**src/rtl/key_debounce_multi.sv**
```systemverilog
// Multi-channel key debouncer: 2-flop sync, press/release debounce FSM,
// press/release/long-press strobes and a wrapping press counter per key.
module key_debounce_multi #(
    parameter int N_KEYS      = 4,
    parameter int CLK_HZ      = 50_000_000,
    parameter int DEBOUNCE_MS = 20,
    parameter int LONG_MS     = 1000,
    parameter int CNT_W       = 4,
    parameter int ACTIVE_LOW  = 1
) (
    input  logic                      clk,
    input  logic                      rst,
    input  logic [N_KEYS-1:0]         key_in,
    input  logic [N_KEYS-1:0]         cnt_clr,
    output logic [N_KEYS-1:0]         key_state,
    output logic [N_KEYS-1:0]         press_pulse,
    output logic [N_KEYS-1:0]         release_pulse,
    output logic [N_KEYS-1:0]         long_pulse,
    output logic [N_KEYS*CNT_W-1:0]   press_cnt
);

    localparam int DB_CYC   = CLK_HZ / 1000 * DEBOUNCE_MS;
    localparam int LONG_CYC = CLK_HZ / 1000 * LONG_MS;
    localparam int TMR_MAX  = (DB_CYC > LONG_CYC) ? DB_CYC : LONG_CYC;
    localparam int TW       = $clog2(TMR_MAX + 1);

    localparam logic [TW-1:0] DB_T   = TW'(DB_CYC);
    localparam logic [TW-1:0] LONG_T = TW'(LONG_CYC - 1);

    generate
        if (DB_CYC < 1 || LONG_CYC < 1 || N_KEYS < 1 || CNT_W < 1) begin : g_bad_cfg
            $error("key_debounce_multi: DB_CYC/LONG_CYC/N_KEYS/CNT_W must be >= 1");
        end
    endgenerate

    typedef enum logic [1:0] {
        IDLE,
        PRESS_DB,
        HELD,
        RELEASE_DB
    } state_t;

    for (genvar i = 0; i < N_KEYS; i++) begin : g_ch

        logic              raw;
        logic              sync1;
        logic              s;
        state_t            st;
        logic [TW-1:0]     db_tmr;
        logic [TW-1:0]     hold_tmr;
        logic              long_done;
        logic              ks_q;
        logic              pp_q;
        logic              rp_q;
        logic              lp_q;
        logic [CNT_W-1:0]  cnt_q;

        // Normalise before synchronising so reset can load 0 as "released".
        assign raw = (ACTIVE_LOW != 0) ? ~key_in[i] : key_in[i];

        always_ff @(posedge clk) begin
            if (rst) begin
                sync1 <= 1'b0;
                s     <= 1'b0;
            end else begin
                sync1 <= raw;
                s     <= sync1;
            end
        end

        always_ff @(posedge clk) begin
            if (rst) begin
                st        <= IDLE;
                db_tmr    <= '0;
                hold_tmr  <= '0;
                long_done <= 1'b0;
                ks_q      <= 1'b0;
                pp_q      <= 1'b0;
                rp_q      <= 1'b0;
                lp_q      <= 1'b0;
            end else begin
                pp_q <= 1'b0;
                rp_q <= 1'b0;
                lp_q <= 1'b0;
                unique case (st)
                    IDLE: begin
                        if (s) begin
                            st     <= PRESS_DB;
                            db_tmr <= TW'(1);
                        end
                    end
                    PRESS_DB: begin
                        if (!s) begin
                            st     <= IDLE;
                            db_tmr <= '0;
                        end else if (db_tmr == DB_T) begin
                            st        <= HELD;
                            db_tmr    <= '0;
                            hold_tmr  <= '0;
                            long_done <= 1'b0;
                            ks_q      <= 1'b1;
                            pp_q      <= 1'b1;
                        end else begin
                            db_tmr <= db_tmr + TW'(1);
                        end
                    end
                    HELD: begin
                        if (!s) begin
                            st     <= RELEASE_DB;
                            db_tmr <= TW'(1);
                        end else if (!long_done) begin
                            // Hold timer stops once the long strobe has fired.
                            if (hold_tmr == LONG_T) begin
                                lp_q      <= 1'b1;
                                long_done <= 1'b1;
                            end else begin
                                hold_tmr <= hold_tmr + TW'(1);
                            end
                        end
                    end
                    RELEASE_DB: begin
                        if (s) begin
                            st     <= HELD;
                            db_tmr <= '0;
                        end else if (db_tmr == DB_T) begin
                            st     <= IDLE;
                            db_tmr <= '0;
                            ks_q   <= 1'b0;
                            rp_q   <= 1'b1;
                        end else begin
                            db_tmr <= db_tmr + TW'(1);
                        end
                    end
                endcase
            end
        end

        // Clear wins over an increment landing on the same edge.
        always_ff @(posedge clk) begin
            if (rst) begin
                cnt_q <= '0;
            end else if (cnt_clr[i]) begin
                cnt_q <= '0;
            end else if (pp_q) begin
                cnt_q <= cnt_q + CNT_W'(1);
            end
        end

        assign key_state[i]                 = ks_q;
        assign press_pulse[i]               = pp_q;
        assign release_pulse[i]             = rp_q;
        assign long_pulse[i]                = lp_q;
        assign press_cnt[i*CNT_W +: CNT_W]  = cnt_q;
    end

endmodule

```
**config.mk**
```make
export PLATFORM = sky130hd
export DESIGN_NAME = key_debounce_multi
export DESIGN_NICKNAME = d
export VERILOG_FILES = /design/src/rtl/key_debounce_multi.sv
export SDC_FILE = /design/constraint.sdc
export NUM_CORES = 1
export LEC_CHECK = 0
export ABC_AREA = 1
export ABC_CLOCK_PERIOD_IN_PS = 2100
export BUFFER_PORTS_ARGS = -buffer_cell sky130_fd_sc_hd__clkbuf_2
export CORE_MARGIN = 2
export CORE_UTILIZATION = 35
export CTS_CLUSTER_DIAMETER = 120
export DETAILED_ROUTE_END_ITERATION = 8
export PLACE_DENSITY = 0.54
export SYNTH_ARGS = -nofsm -noshare
export SYNTH_HDL_FRONTEND = slang
export SYNTH_SLANG_ARGS = --single-unit
```
**constraint.sdc**
```tcl
create_clock -name clk -period 2.1 [get_ports clk]
set_input_delay 0.42 -clock clk [delete_from_list [all_inputs] [get_ports clk]]
set_output_delay 0.42 -clock clk [all_outputs]
set_load 0.02 [all_outputs]
```
* Word-level counts from Yosys, hierarchy flattened
Index checks and enable logic that the tools add are counted.
Widths: inputs -> output; s select.
** Storage, ports and cells
- Bits in registers :: 260
- Output and inout bits :: 32
- Word-level logic and storage cells :: 308
** Cells by class
- Equality and inequality tests :: 64
- Bitwise gates (word level) :: 20
- $add $sub $neg :: 12
- Reduce and logical (&&, ||, !) cells :: 48
- Muxes and demuxes :: 120
** Operator list (number)
- $mux 26 :: 40
- $pmux 26 s4 :: 4
- $add 26x1->26 const B :: 8
- $pmux 26 s2 :: 4
- $eq 26x20->1 const B :: 4
- $eq 26x26->1 const B :: 4
- $ne 2x2->1 const B :: 36
- $mux 2 :: 24
- $mux 1 :: 36
- $pmux 2 s4 :: 4
- $reduce_and 4->1 :: 8
- $ne 3x3->1 const B :: 8
- $reduce_and 6->1 :: 4
- $reduce_or 3->1 :: 8
- $not 1->1 :: 20
- $reduce_and 5->1 :: 4
- $add 4x1->4 const B :: 4
- $eq 2x2->1 const B :: 8
- $pmux 1 s2 :: 8
- $reduce_bool 2->1 :: 8
- $reduce_or 4->1 :: 4
- $eq 2x1->1 const B :: 4
- $logic_not 2->1 :: 4
- $reduce_and 2->1 :: 4
- $reduce_or 2->1 :: 4

* Longest topological paths before layout
Gate-level depths: netlist of the first run.
- Word-level depth :: 5
- Depth in mapped cells :: 14

* Least setup slack after synthesis of the first run
Ideal clock, no wire load.
- Kind :: register to register
- From :: register g_ch[1].hold_tmr[0]
- To :: register g_ch[1].hold_tmr[23]
- Buffers on the path :: 1
- Stages on the path, launching flop included :: 14
- Path slack :: 351 ps
- Data arrival time :: 1608 ps
- Required time :: 1959 ps
- Path through :: dfxtp_1 -> ha_1 -> nand2_1 -> inv_1 -> nand2_1 -> nor2_1 -> nand3_1 -> nand2_2 -> nand2_4 -> nand2_4 -> inv_4 -> buf_6 -> nand2_1 -> a21oi_1
** Between the ends
- Word-level cells in the longest chain between the ends :: 5
- Elaborated cells on any way between the ends :: 8
** Ends and longest elaborated chain
- start, declared :: RTL line 50 : logic [TW-1:0] hold_tmr;
- start signal, assigned :: RTL line 117 : hold_tmr <= hold_tmr + TW'(1);
- $add 26x1->26 :: RTL line 117
- $mux 26 :: RTL line 113 : if (hold_tmr == LONG_T) begin
- $mux 26 :: RTL line 111 : end else if (!long_done) begin
- $mux 26 :: RTL line 108 : if (!s) begin
- $pmux 26 s2 :: RTL line 85 : unique case (st)
Parallel ways exist; a longest one is shown, timed or not. The select of a mux whose other input is x is not followed.
A chain may end at the register's enable or synchronous reset.

* Worst setup path after layout of the first run
- From :: register g_ch[2].db_tmr[0]
- To :: register g_ch[2].hold_tmr[7]
** Between the ends
- Word-level cells in the longest chain between the ends :: 3
** Ends and longest elaborated chain
- start, declared :: RTL line 49 : logic [TW-1:0] db_tmr;
- start signal, assigned :: RTL line 104 : db_tmr <= db_tmr + TW'(1);
- start signal, assigned :: RTL line 131 : db_tmr <= db_tmr + TW'(1);
- $eq 26x20->1 :: RTL line 96 : end else if (db_tmr == DB_T) begin
- $ne 2x2->1 (no source line)
- $reduce_and 6->1 (no source line)
- end signal, assigned :: RTL line 117
- end, declared :: RTL line 50
No other way between the ends.

==> metrics, run 1 <==
status=complete, no violations; IO Count=42; Synth Warn #=0; multiplexer area fraction after synthesis=0.0616%; Simple-Gate Fraction of Synth Area=42.4%; CP arrival=2.43 ns; Hold Fails Final Rpt=0; GR Util All Layers=18.2%; HPWL after detailed placement=31700 um; initial core utilization=35.7%; most frequent cells in the layout=787 x nand2_1, 466 x nor2_1, 270 x inv_1; Clock Skews=0.0146 ns; largest net degree at the start of global routing=81; Via density=4.93; Avg Inst Size Synth=6.04 um^2; vias in the first global route=15300; slew at the pin closest to its max-slew limit=0.614 ns; CP Launch Type=flop; DIE AREA=48200 um^2; Post-DRT Antenna Nets=0; sequential area share after synthesis=32.0%; First DRT Iteration DRCs=1003; Yosys cell types=48; core region area=45600 um^2; Synth Area in XOR/XNOR=2.86%; Worst-Skew Late Latency=0.58 ns; EDFF count, synth=0; n_diodes=0; RSZ-0062 raised after global routing=false; Final #Nets=2792; via count=16700; Synth Flop Type=dfxtp_1; DRC=0; Post-synth ARST share=0%; Setup-failing EPs final=0; Slew HR=58.7%; Synth area leader=dfxtp_1; f_max=518 MHz; CTS tree=built; clk sink count=260; top post-synthesis cells by area=dfxtp_1 32%, nand2_1 18%, nor2_1 11%; largest family of logic cells by synthesized area=simple AND/OR/NAND/NOR gates; P_leak=0.00628 uW; CP Class=flop to flop; fraction of layout cells with a size suffix above 1=10.8%; syn_nets=2717; synthesized area=16200 um^2; # H-tree levels=1; first-pass GRT wire length=74500 um; post-synthesis compound-gate area fraction=11.5%; CTS Buf Count=30; critical path endpoint category=flop; fin crit period=1.93 ns; clock buffer depth=3; Final Core Density=40.6%; WP data required=2.60 ns; Clock Tree Root=clkbuf_16; Routed WL=44500 um; register clock-pin slew on the reported worst setup and hold paths=0.06 ns; min-delay worst type=input pin to flop; Die H=219 um; DIE WIDTH=219 um; Core Rows=78; GP Congestion=0.919; Final period util=92.0%; Port Buffers=41; PD cells=604 nW/um^2; synthesis-stage register bit count=260; post-route setup TNS=0 ns; Synth Area in Adders=1.23%; Mapped Cells=2691; commonest non-fill, non-tap cell in the layout=nand2_1; post-synth top area share=32.0%; synth-to-layout area growth=13.8%; Crit Path Max Fanout=14; initial antenna violation count=0; Slew Viols, Final=0; grt ovf=0; Max-Cap Viols=0; 1st-pass router iterations=5; Worst VDD drop=0.590 mV; Worst Hold Slack=0.0341 ns; Avg WL per Cell=13.1 um
-- flip-flops by register name, indices dropped and copies added, names as in the netlist, named ones only --
register	count
g_ch.cnt_q	16
g_ch.db_tmr	104
g_ch.hold_tmr	104
g_ch.ks_q	4
g_ch.long_done	4
g_ch.lp_q	4
g_ch.pp_q	4
g_ch.rp_q	4
g_ch.s	4
g_ch.st	4
g_ch.sync1	4
-- where the power goes --
part           leakage (uW)  internal, uW  switching [uW]
registers           0.00210          4990            51.7
logic               0.00370           249             656
clock network      0.000483          3030            2190
-- area by class of cell --
class                   count  area (um^2)
clock inverters            12         93.8
multi-input cells        2053         9490
flip-flops and latches    260         5200
well taps                 600          751
clock buffers              44          885
inverters                 286         1090
fillers                  4895        27100
repair buffers            133          950
repair inverters            2         15.0
-- stage by stage --
step                      instances  setup slack (ns)  area (um^2)  total power [uW]
after floorplan                2691             0.351        16200              5740
after global placement         3323            0.0235        17400              6030
after detailed placement       3323           -0.0129        17400              6040
after CTS                      3380           0.00129        18300             11300
after global routing           3390           0.00233        18500             11600
final                          3390             0.169        18500             11200
-- routing by layer --
metal | GRT usage, % | share of wire, % | up-vias
li1 | - | - | 8707
met1 | 25.4 | 49 | 7604
met2 | 29.9 | 45 | 330
met3 | 2.22 | 4.4 | 58
met4 | 4.35 | 1.7 | 0
met5 | 0 | 0 | -
-- cell usage after synthesis, drive strengths merged, types with 5 or more instances --
library cell	instances
clkbuf	46
xnor2	23
o21bai	6
ha	16
nor2	489
a21oi	205
nand2	828
o211ai	5
buf	48
nor3	68
nand3	189
o22ai	8
inv	283
dfxtp	260
nor3b	9
nand4	47
xor2	30
nor4	9
o21ai	102
-- final timing paths --
path	from	endpoint	slack, ns	cells past startpoint
setup / recovery	g_ch[2].db_tmr[0]	g_ch[2].hold_tmr[7]	0.17	10
hold / removal	key_in[0]	g_ch[0].sync1	0.03	2
setup reg to reg	g_ch[2].db_tmr[0]	g_ch[2].hold_tmr[7]	0.17	10
hold reg to reg	g_ch[3].sync1	g_ch[3].s	0.40	2
-- worst max-delay path, stage by stage, from the launching register on --
cell and delay, ns:
dfxtp_1 0.32, inv_1 0.10, ha_1 0.16, nand3_1 0.09
nor2_2 0.15, nand3_2 0.12, nand2_2 0.10, nand2_2 0.11
nor2_4 0.47, nand2_1 0.09, a21oi_1 0.15
-- cell families (layout without fill, tap and decap cells) --
logic type | count (synthesis) | in the layout
adders and majority gates | 16 | 16
and+or+nand+nor | 1645 | 1647
DFF | 260 | 260
AOI/OAI and AO/OA | 336 | 336
buffers and inverters | 380 | 477
muxes | 1 | 1
xor gates and xnor gates | 53 | 53
-- repair_timing --
item                       in CTS  in global routing
resized for setup               1                 24
cloned                          0                  4
hold buffers                    1                  0
hold endpoints to repair        1                  0
buffers inserted                0                  6
setup endpoints to repair       6                121
pin swaps                       0                  2
Note: power is estimated with default switching activity, not from simulation.
==> inputs of run 2 (changes only) <==
--- a/config.mk
+++ b/config.mk
@@ -6,7 +6,7 @@
 export NUM_CORES = 1
 export LEC_CHECK = 0
 export ABC_AREA = 1
-export ABC_CLOCK_PERIOD_IN_PS = 2100
+export ABC_CLOCK_PERIOD_IN_PS = 1840
 export BUFFER_PORTS_ARGS = -buffer_cell sky130_fd_sc_hd__clkbuf_2
 export CORE_MARGIN = 2
 export CORE_UTILIZATION = 35
==> constraint.sdc (replaced) <==
create_clock -name clk -period 1.84 [get_ports clk]
set_input_delay 0.368 -clock clk [delete_from_list [all_inputs] [get_ports clk]]
set_output_delay 0.368 -clock clk [all_outputs]
set_load 0.02 [all_outputs]
==> metrics, run 2 (synthesis gave the netlist of run 1 again) <==
status=complete, no violations; Final #Nets=2870 (+2.8%); GR Util All Layers=18.3% (+0.061 points); post-route setup TNS=0 ns (unchanged); fraction of layout cells with a size suffix above 1=15.9% (+5.0 points); synth-to-layout area growth=20.8%; Crit-path slowest cell=dfxtp_2; First DRT Iteration DRCs=975 (-2.8%); CP Class=flop to flop; critical path endpoint category=flop; Hold Fails Final Rpt=0 (unchanged); fin crit period=1.77 ns (-0.159 ns); Worst-Skew Late Latency=0.59 ns (about the same); most frequent cells in the layout=781 x nand2_1, 445 x nor2_1, 264 x inv_1; critical-path cell list=inv_2 -> ha_4 -> inv_1 -> nor2_1 -> nand2_1 -> nor2_2 -> nand3_2 -> nand2_2 -> inv_2 -> nor2_8 -> clkbuf_16 -> nand2_1 -> a21oi_1; Post-DRT Antenna Nets=0 (unchanged); P_leak=0.00685 uW (+9.1%); commonest non-fill, non-tap cell in the layout=nand2_1; DRC=0 (unchanged); Clock Tree Root=clkbuf_16; GP Congestion=0.910 (-1.0%); via count=17000 (+1.5%); largest net degree at the start of global routing=78 (-3.7%); first-pass GRT wire length=74700 um (+0.33%); PD cells=665 nW/um^2 (+10%); Placed Instances=3387 (+1.9%); Top Registers=g_ch.db_tmr (104), g_ch.hold_tmr (104), g_ch.cnt_q (16); CP Launch Type=flop; Worst Hold Slack=0.0302 ns (-0.00396 ns); Layout fillers=4817 (-1.6%); CP arrival=2.29 ns (-0.14 ns); Avg WL per Cell=12.9 um (-1.3%); vias in the first global route=15900 (+3.7%); f_max=564 MHz (+8.9%); Core Rows=78 (unchanged); Port Buffers=41 (unchanged); CTS tree=built; Final Core Density=43.1% (+2.5 points); Max-Cap Viols=0 (unchanged); 1st-pass router iterations=6 (+1); pre-CTS WS=-0.0588 ns (-0.0459 ns); DIE AREA=48200 um^2 (unchanged); IO Count=42 (unchanged); Buffers & Inverters on Critical Path=4 (+3); core region area=45600 um^2 (unchanged); final std cells w/o fill=3469 (+2.3%); Crit Path Max Fanout=7 (-7); n_diodes=0 (unchanged); delay of the slowest critical-path stage=0.32 ns (-0.15 ns); WP data required=2.36 ns (-0.24 ns); Worst VDD drop=0.727 mV (+23%); initial antenna violation count=0 (unchanged); HPWL after detailed placement=31900 um (+0.81%); Die H=219 um (unchanged); slew at the pin closest to its max-slew limit=0.522 ns (-0.0922 ns); post-route worst setup slack=0.0676 ns (-0.101 ns); RSZ-0062 raised after global routing=true; DIE WIDTH=219 um (unchanged); Clock Skews=0.0126 ns (-0.00204 ns); register clock-pin slew on the reported worst setup and hold paths=0.06 ns (about the same); initial core utilization=35.7% (unchanged); Routed WL=44900 um (+0.95%); Slew Viols, Final=0 (unchanged); Setup-failing EPs final=0 (unchanged); clk sink count=260 (unchanged); Final period util=96.3% (+4.4 points); Via density=4.89 (-0.78%); grt ovf=0 (unchanged); Slew HR=64.9% (+6.2 points); CTS Buf Count=31 (+3.3%); clock buffer depth=3 (unchanged); Crit path max-delay family=simple AND/OR/NAND/NOR gates; # H-tree levels=1 (unchanged); min-delay worst type=input pin to flop
-- run 2: worst reg2reg max path, delay by kind of cell (launching register included) --
family	cells	cell delay, ns
AND/OR/NAND/NOR	7	0.80
flip-flops	1	0.32
buffers and inverters	4	0.36
adder cells (fa/ha/maj)	1	0.13
AO/OA/AOI/OAI	1	0.10
-- run 2: what timing repair did --
item | CTS | global route
endpoints found under the hold margin | 5 | 0
setup buffers | 0 | 13
pin swaps | 0 | 25
cloned | 0 | 6
setup endpoints to repair | 24 | 182
hold buffers | 5 | 0
resized for setup | 5 | 123
-- run 2: worst paths after layout --
check                                  startpoint                  end  slack (ns)  cells after the start
worst max register to register  g_ch[3].db_tmr[0]  g_ch[3].hold_tmr[4]        0.07                     13
worst max-delay path            g_ch[3].db_tmr[0]  g_ch[3].hold_tmr[4]        0.07                     13
worst min-delay path                   cnt_clr[3]     g_ch[3].cnt_q[2]        0.03                      4
worst min register to register      g_ch[3].sync1            g_ch[3].s        0.40                      2
-- run 2: routing by layer --
layer  share of wire (%)  global-route usage [%]  vias up
met2                  45                    31.1      306
met1                  49                    24.5     7710
met3                 3.6                    2.22       68
met5                   0                       0        -
li1                    -                       -     8871
met4                 2.3                    4.64        0
-- run 2: final cells by class --
cell class                      instances  area, um^2  share of cell area, %
Inverter                              286        1110                   5.64
Timing Repair inverter                  1        8.76                 0.0446
Clock buffer                           46         902                   4.60
Clock inverter                         12        97.6                  0.497
Timing Repair Buffer                  213        1810                   9.23
Multi-Input combinational cell       2051        9710                   49.5
Sequential cell                       260        5230                   26.7
Tap cell                              600         751                   3.83
-- run 2: stage by stage --
step	area, um^2	power, uW
after detailed placement	18000	6980
final	19600	13000
after CTS	19000	13100
after global placement	18000	6970
after floorplan	16200	6550
after global routing	19600	13600
-- run 2: report_power, final --
part | leakage [uW] | internal (uW) | switching [uW]
logic | 0.00425 | 431 | 790
clock network | 0.000492 | 3520 | 2560
registers | 0.00211 | 5690 | 57.6
total | 0.00685 | 9640 | 3410
